===== src/rtl/div_clock_prog.sv =====
// -----------------------------------------------------------------------------
// div_clock_prog
//
// Multi-channel, run-time programmable clock divider. Each of the N_CH channels
// runs its own counter over a divisor D and produces a registered divided
// waveform (high for the first H cycles of each period) plus a one-cycle TICK
// at every period start. New divisor/high-time values are written to a shadow
// and only become active at a period boundary, so the waveform never glitches.
//
// Optional feature: define DIV_CLOCK_PHASE_EN to add PHASE_IN. The phase is
// captured on LOAD and gives the counter start value (PHASE mod D) on SYNC
// and on ENABLE 0->1.
//
// Parameters
//   N_CH        number of independent channels
//   W           counter / divisor / high-time width
//   DEFAULT_DIV divisor loaded at reset (high-time = DEFAULT_DIV/2)
//
// Ports
//   CLOCK_IN    system clock, rising edge
//   RESET_N     synchronous active-low reset
//   DIV_IN      per-channel divisor, channel i at [i*W +: W]
//   HIGH_IN     per-channel high-time, same packing
//   PHASE_IN    per-channel start phase (DIV_CLOCK_PHASE_EN only)
//   LOAD        per-channel load strobe
//   ENABLE      per-channel run enable
//   SYNC        global realign strobe
//   CLOCK_OUT   registered divided waveforms
//   TICK        registered one-cycle period-start pulses
//   PENDING     shadow captured but not yet active
// -----------------------------------------------------------------------------
module div_clock_prog #(
   parameter int N_CH        = 4,
   parameter int W           = 28,
   parameter int DEFAULT_DIV = 2
) (
   input  logic              CLOCK_IN,
   input  logic              RESET_N,
   input  logic [N_CH*W-1:0] DIV_IN,
   input  logic [N_CH*W-1:0] HIGH_IN,
`ifdef DIV_CLOCK_PHASE_EN
   input  logic [N_CH*W-1:0] PHASE_IN,
`endif
   input  logic [N_CH-1:0]   LOAD,
   input  logic [N_CH-1:0]   ENABLE,
   input  logic              SYNC,
   output logic [N_CH-1:0]   CLOCK_OUT,
   output logic [N_CH-1:0]   TICK,
   output logic [N_CH-1:0]   PENDING
);

   localparam logic [W-1:0] DEF_DIV  = W'(DEFAULT_DIV);
   localparam logic [W-1:0] DEF_HIGH = W'(DEFAULT_DIV / 2);

   // Divisors 0 and 1 cannot produce a period, so they run as 2.
   function automatic logic [W-1:0] clamp_div(input logic [W-1:0] d);
      if (d < W'(2)) begin
         return W'(2);
      end
      return d;
   endfunction

`ifdef DIV_CLOCK_PHASE_EN
   // Start value is reduced into the range of the divisor being applied.
   function automatic logic [W-1:0] start_cnt(input logic [W-1:0] ph,
                                              input logic [W-1:0] d);
      return ph % clamp_div(d);
   endfunction
`endif

   // Per-channel state
   logic [N_CH-1:0][W-1:0] cnt_q,      cnt_d;
   logic [N_CH-1:0][W-1:0] div_act_q,  div_act_d;
   logic [N_CH-1:0][W-1:0] high_act_q, high_act_d;
   logic [N_CH-1:0][W-1:0] div_sh_q,   div_sh_d;
   logic [N_CH-1:0][W-1:0] high_sh_q,  high_sh_d;
`ifdef DIV_CLOCK_PHASE_EN
   logic [N_CH-1:0][W-1:0] phase_sh_q, phase_sh_d;
`endif
   logic [N_CH-1:0]        pend_q,     pend_d;
   logic [N_CH-1:0]        clk_out_q,  clk_out_d;
   logic [N_CH-1:0]        tick_q,     tick_d;

   always_comb begin
      for (int i = 0; i < N_CH; i++) begin
         logic [W-1:0] d_cur;
         logic [W-1:0] div_in_i;
         logic [W-1:0] high_in_i;
         logic [W-1:0] src_div;
         logic [W-1:0] src_high;
         logic [W-1:0] start_val;
         logic         wrap;
         logic         apply;

         d_cur     = clamp_div(div_act_q[i]);
         div_in_i  = DIV_IN[i*W +: W];
         high_in_i = HIGH_IN[i*W +: W];

         wrap  = ENABLE[i] && (cnt_q[i] == d_cur - W'(1));
         // Boundaries where a new D/H may take effect without a runt period.
         apply = wrap || !ENABLE[i] || SYNC;

         // A LOAD coinciding with an apply bypasses the shadow.
         src_div  = LOAD[i] ? div_in_i  : div_sh_q[i];
         src_high = LOAD[i] ? high_in_i : high_sh_q[i];

`ifdef DIV_CLOCK_PHASE_EN
         phase_sh_d[i] = LOAD[i] ? PHASE_IN[i*W +: W] : phase_sh_q[i];
         start_val     = start_cnt(LOAD[i] ? PHASE_IN[i*W +: W] : phase_sh_q[i],
                                   src_div);
`else
         start_val     = '0;
`endif

         div_sh_d[i]   = LOAD[i] ? div_in_i  : div_sh_q[i];
         high_sh_d[i]  = LOAD[i] ? high_in_i : high_sh_q[i];
         div_act_d[i]  = apply ? src_div  : div_act_q[i];
         high_act_d[i] = apply ? src_high : high_act_q[i];

         if (apply) begin
            pend_d[i] = 1'b0;
         end else if (LOAD[i]) begin
            pend_d[i] = 1'b1;
         end else begin
            pend_d[i] = pend_q[i];
         end

         // While disabled the counter parks at its start value, so the first
         // enabled cycle begins a clean period (same as reset release).
         if (!ENABLE[i]) begin
            cnt_d[i] = start_val;
         end else if (SYNC) begin
            cnt_d[i] = start_val;
         end else if (wrap) begin
            cnt_d[i] = '0;
         end else begin
            cnt_d[i] = cnt_q[i] + W'(1);
         end

         // Outputs are registered from the current count, one cycle behind it.
         clk_out_d[i] = ENABLE[i] && (cnt_q[i] < high_act_q[i]);
         tick_d[i]    = ENABLE[i] && (cnt_q[i] == '0);
      end
   end

   always_ff @(posedge CLOCK_IN) begin
      if (!RESET_N) begin
         for (int i = 0; i < N_CH; i++) begin
            cnt_q[i]      <= '0;
            div_act_q[i]  <= DEF_DIV;
            high_act_q[i] <= DEF_HIGH;
            div_sh_q[i]   <= DEF_DIV;
            high_sh_q[i]  <= DEF_HIGH;
`ifdef DIV_CLOCK_PHASE_EN
            phase_sh_q[i] <= '0;
`endif
         end
         pend_q    <= '0;
         clk_out_q <= '0;
         tick_q    <= '0;
      end else begin
         cnt_q      <= cnt_d;
         div_act_q  <= div_act_d;
         high_act_q <= high_act_d;
         div_sh_q   <= div_sh_d;
         high_sh_q  <= high_sh_d;
`ifdef DIV_CLOCK_PHASE_EN
         phase_sh_q <= phase_sh_d;
`endif
         pend_q     <= pend_d;
         clk_out_q  <= clk_out_d;
         tick_q     <= tick_d;
      end
   end

   assign CLOCK_OUT = clk_out_q;
   assign TICK      = tick_q;
   assign PENDING   = pend_q;

endmodule


===== config.mk =====
export PLATFORM = sky130hd
export DESIGN_NAME = div_clock_prog
export DESIGN_NICKNAME = d
export VERILOG_FILES = /design/src/rtl/div_clock_prog.sv
export SDC_FILE = /design/constraint.sdc
export NUM_CORES = 1
export LEC_CHECK = 0
export CAP_MARGIN = 20
export CORE_MARGIN = 1.5
export CORE_UTILIZATION = 40
export DETAILED_ROUTE_END_ITERATION = 6
export GPL_TIMING_DRIVEN = 0
export PLACE_DENSITY = 0.57
export SYNTH_ARGS = -nofsm -noshare
export SYNTH_HDL_FRONTEND = slang
export SYNTH_SLANG_ARGS = --single-unit

===== constraint.sdc =====
create_clock -name CLOCK_IN -period 8.3 [get_ports CLOCK_IN]
set_input_delay 1.66 -clock CLOCK_IN [delete_from_list [all_inputs] [get_ports CLOCK_IN]]
set_output_delay 1.66 -clock CLOCK_IN [all_outputs]
set_load 0.01 [all_outputs]

==> metrics.txt <==
layout cells sized above 1 4.83%; CP endpoint kind register; number of buffers created by CTS 66; setup slack after layout 2.56 ns; number of global-route vias before repair 22,600; Final setup viols 0; Int Pwr 5.15 mW; clock network power share 44.6%; RR Endpoint div_act_q[88]; drt total wl 79,000 microns; register area share after synthesis 40.6%; Syn Nets 3,392; synthesis warning total 0; Port Buffer Count 241; cts hold-fix bufs 0; Register-to-Register Path Depth 16; Avg Cell Area, Syn 9.28 sq um; P per Cell Area 200 nW/um^2; combinational share of power 11.9%; largest net degree at the start of global routing 14; fmax 0.174 GHz; initial antenna violation count 6; multi-input logic area 15,500 sq um; CTS tree done; Synth cell types 79; Post-synth EDFFs 0; Final Non-Filler Cells 4,337; worst skew pair latency 0.60 ns; Post-Synth Adder-Cell Area 5.33%; FILL cells 6,661; Yosys top cell area share 40.6%; CP Data Arrival Time 6.27 ns; crit start category register; worst endpoint required time 8.83 ns; Overflow after GRT 0; Layout Nets 3,703; hold path start high_act_q[28]; dpl cell area 31,800 sq um; cell area after synthesis 28,200 sq um; leakage 14.0 nW; critical path peak fanout 10; DP HPWL 61,100 microns; Final min period 5.74 ns; status complete, no violations; CP Launch Point div_act_q[99]; Final ANT Viol Nets 0; number of max-cap violations 0; Initial Util 40.3%; Hold WC Path Type reg2reg; DP Cell Count 4,220; Slew @ Worst Pin 1.02 ns; Iteration-0 DRC Markers 1,409; Hold Slack 0.458 ns; Final Cycle Share 69.2%; DIE AREA 72,100 sq um; post-synthesis mux area share 10.7%; drt pass-1 iters 5; sw power 1.68 mW; Die H 268 microns; row count 97; # resized after CTS 0; global placer's final weighted congestion 0.901; Chip Width 268 microns; simple-gate share of the synthesized area 20.6%; flop-to-flop setup slack 2.56 ns; top cells by count, synth dfxtp_1, nor2b_1, mux2i_1; compound-gate portion of the synthesized area 11.4%; Worst-path clk slew 0.06 ns; vias per cell 5.21; area delta synth->final 21.0%; first-pass GRT wire length 123,000 microns; XOR/XNOR share of the synthesized area 6.96%; Async S/R FF share, synth 0%; Area contributors post-synth dfxtp_1, mux2i_1, ha_1; Final Instance Area 34,100 sq um; most common cell in the netlist dfxtp_1; Clock Path Buffers 3; total global-route track usage 21.6%; Post-CTS Repair Setup Buffers 0; vias 22,600; DRC 0; Sequential Power Share 43.6%; Post-Place Worst Slack 2.61 ns; Synth area leader dfxtp_1; Post-Syn Instances 3,037; worst setup path category reg2reg; IO Pins 247; # H-tree levels 3; Clock Skews 0.0168 ns; largest family of logic cells by synthesized area simple AND/OR/NAND/NOR gates; TNS Setup 0 ns; Slew Limit Fails 0; core area 69,900 sq um; reg-to-reg startpoint div_act_q[99]; Final Hold Violating Endpoints 0; Max IR drop VDD 0.134 mV; Sink Count 572; switching share of power 24.6%; relative slew slack 30.4%; Avg WL per Cell 18.2 microns; ys flop type dfxtp_1; FF+latch area 11,500 sq um; crit path capture div_act_q[88]; clk root buf clkbuf_16; number of synthesized register bits 572; RSZ-0062 raised after global routing no
[worst min path at each step]
| stage | endpoint | slack [ns] | cells after the start |
|---|---|---|---|
| 2_1_floorplan | high_act_q[28] | 0.43 | 2 |
| 3_3_place_gp | high_act_q[28] | 0.44 | 2 |
| 3_5_place_dp | high_act_q[28] | 0.45 | 2 |
| 4_1_cts | high_act_q[28] | 0.46 | 2 |
| 5_1_grt | high_act_q[28] | 0.48 | 2 |
| 6_report | high_act_q[28] | 0.46 | 2 |
[cells in the final DEF, fill, tap and decap left out, drive strengths merged, types with 66 or more instances in the layout]
cell	Yosys	layout
a22o	108	108
and2	127	127
clkbuf	139	239
clkdlybuf4s50	0	241
dfxtp	572	572
ha	120	120
inv	140	141
mux2i	232	232
nand2	161	161
nand3	66	66
nor2	161	161
nor2b	235	235
o21ai	148	148
xnor2	118	118
xor2	106	106
[cell families (layout without fill, tap and decap cells)]
logic type               count (synthesis)  in the layout
AND/OR/NAND/NOR                       1057           1057
flip-flops                             572            572
AO/OA/AOI/OAI                          460            460
buffers and inverters                  311            670
multiplexers                           293            293
XOR/XNOR                               224            224
adder cells (fa/ha/maj)                120            120
other                                    0              1
[power by group through the flow]
| stage | Clock (mW) | Sequential, mW | Combinational (mW) |
|---|---|---|---|
| after floorplan | 0 | 3.00 | 0.523 |
| after global placement | 0 | 3.03 | 0.792 |
| after detailed placement | 0 | 3.04 | 0.810 |
| after CTS | 3.12 | 2.98 | 0.815 |
| after global routing | 3.22 | 2.99 | 0.897 |
| final | 3.04 | 2.98 | 0.810 |
[per-stage QoR]
step           util (%)  power, mW
2_1_floorplan         -       3.53
3_3_place_gp       45.5       3.82
3_5_place_dp       45.5       3.85
4_1_cts            48.8       6.91
5_1_grt            48.8       7.11
6_report           48.8       6.83
[registers in the layout, summed over array words and instances (netlist names)]
| register | count |
|---|---|
| div_sh_q | 112 |
| CLOCK_OUT | 4 |
| high_act_q | 112 |
| high_sh_q | 112 |
| TICK | 4 |
| PENDING | 4 |
| cnt_q | 112 |
| div_act_q | 112 |
[area by class of cell]
| cell class | count | share of cell area (%) |
|---|---|---|
| flip-flops and latches | 572 | 33.6 |
| clock inverters | 16 | 0.642 |
| inverters | 141 | 1.55 |
| diodes | 1 | 0.00734 |
| plain buffers | 170 | 2.06 |
| clock buffers | 100 | 6.09 |
| multi-input cells | 2154 | 45.5 |
| repair buffers | 243 | 7.16 |
| well taps | 940 | 3.45 |
[worst max-delay path, cell delays in order (launching register included)]
cell and delay, ns:
dfxtp_1 0.30, clkbuf_1 0.20, nor4_2 0.62, nand4_1 0.30, or2_2 0.38, nand2_1 0.10
ha_1 0.27, or4b_2 0.67, nor3_2 0.44, nand4_1 0.18, xnor2_1 0.21, a2111oi_0 0.32
and4_1 0.31, a41oi_1 0.20, nand2_1 0.41, clkbuf_1 0.54, a22o_1 0.22
[metal layers]
layer	wire length [microns]	GRT usage, %	share of wire, %
met3	3720	3.65	4.7
met5	45	0	0.057
met2	36000	35.4	46
met1	37200	29.3	47
met4	1970	5.97	2.5
(Power assumes the default switching activity.)
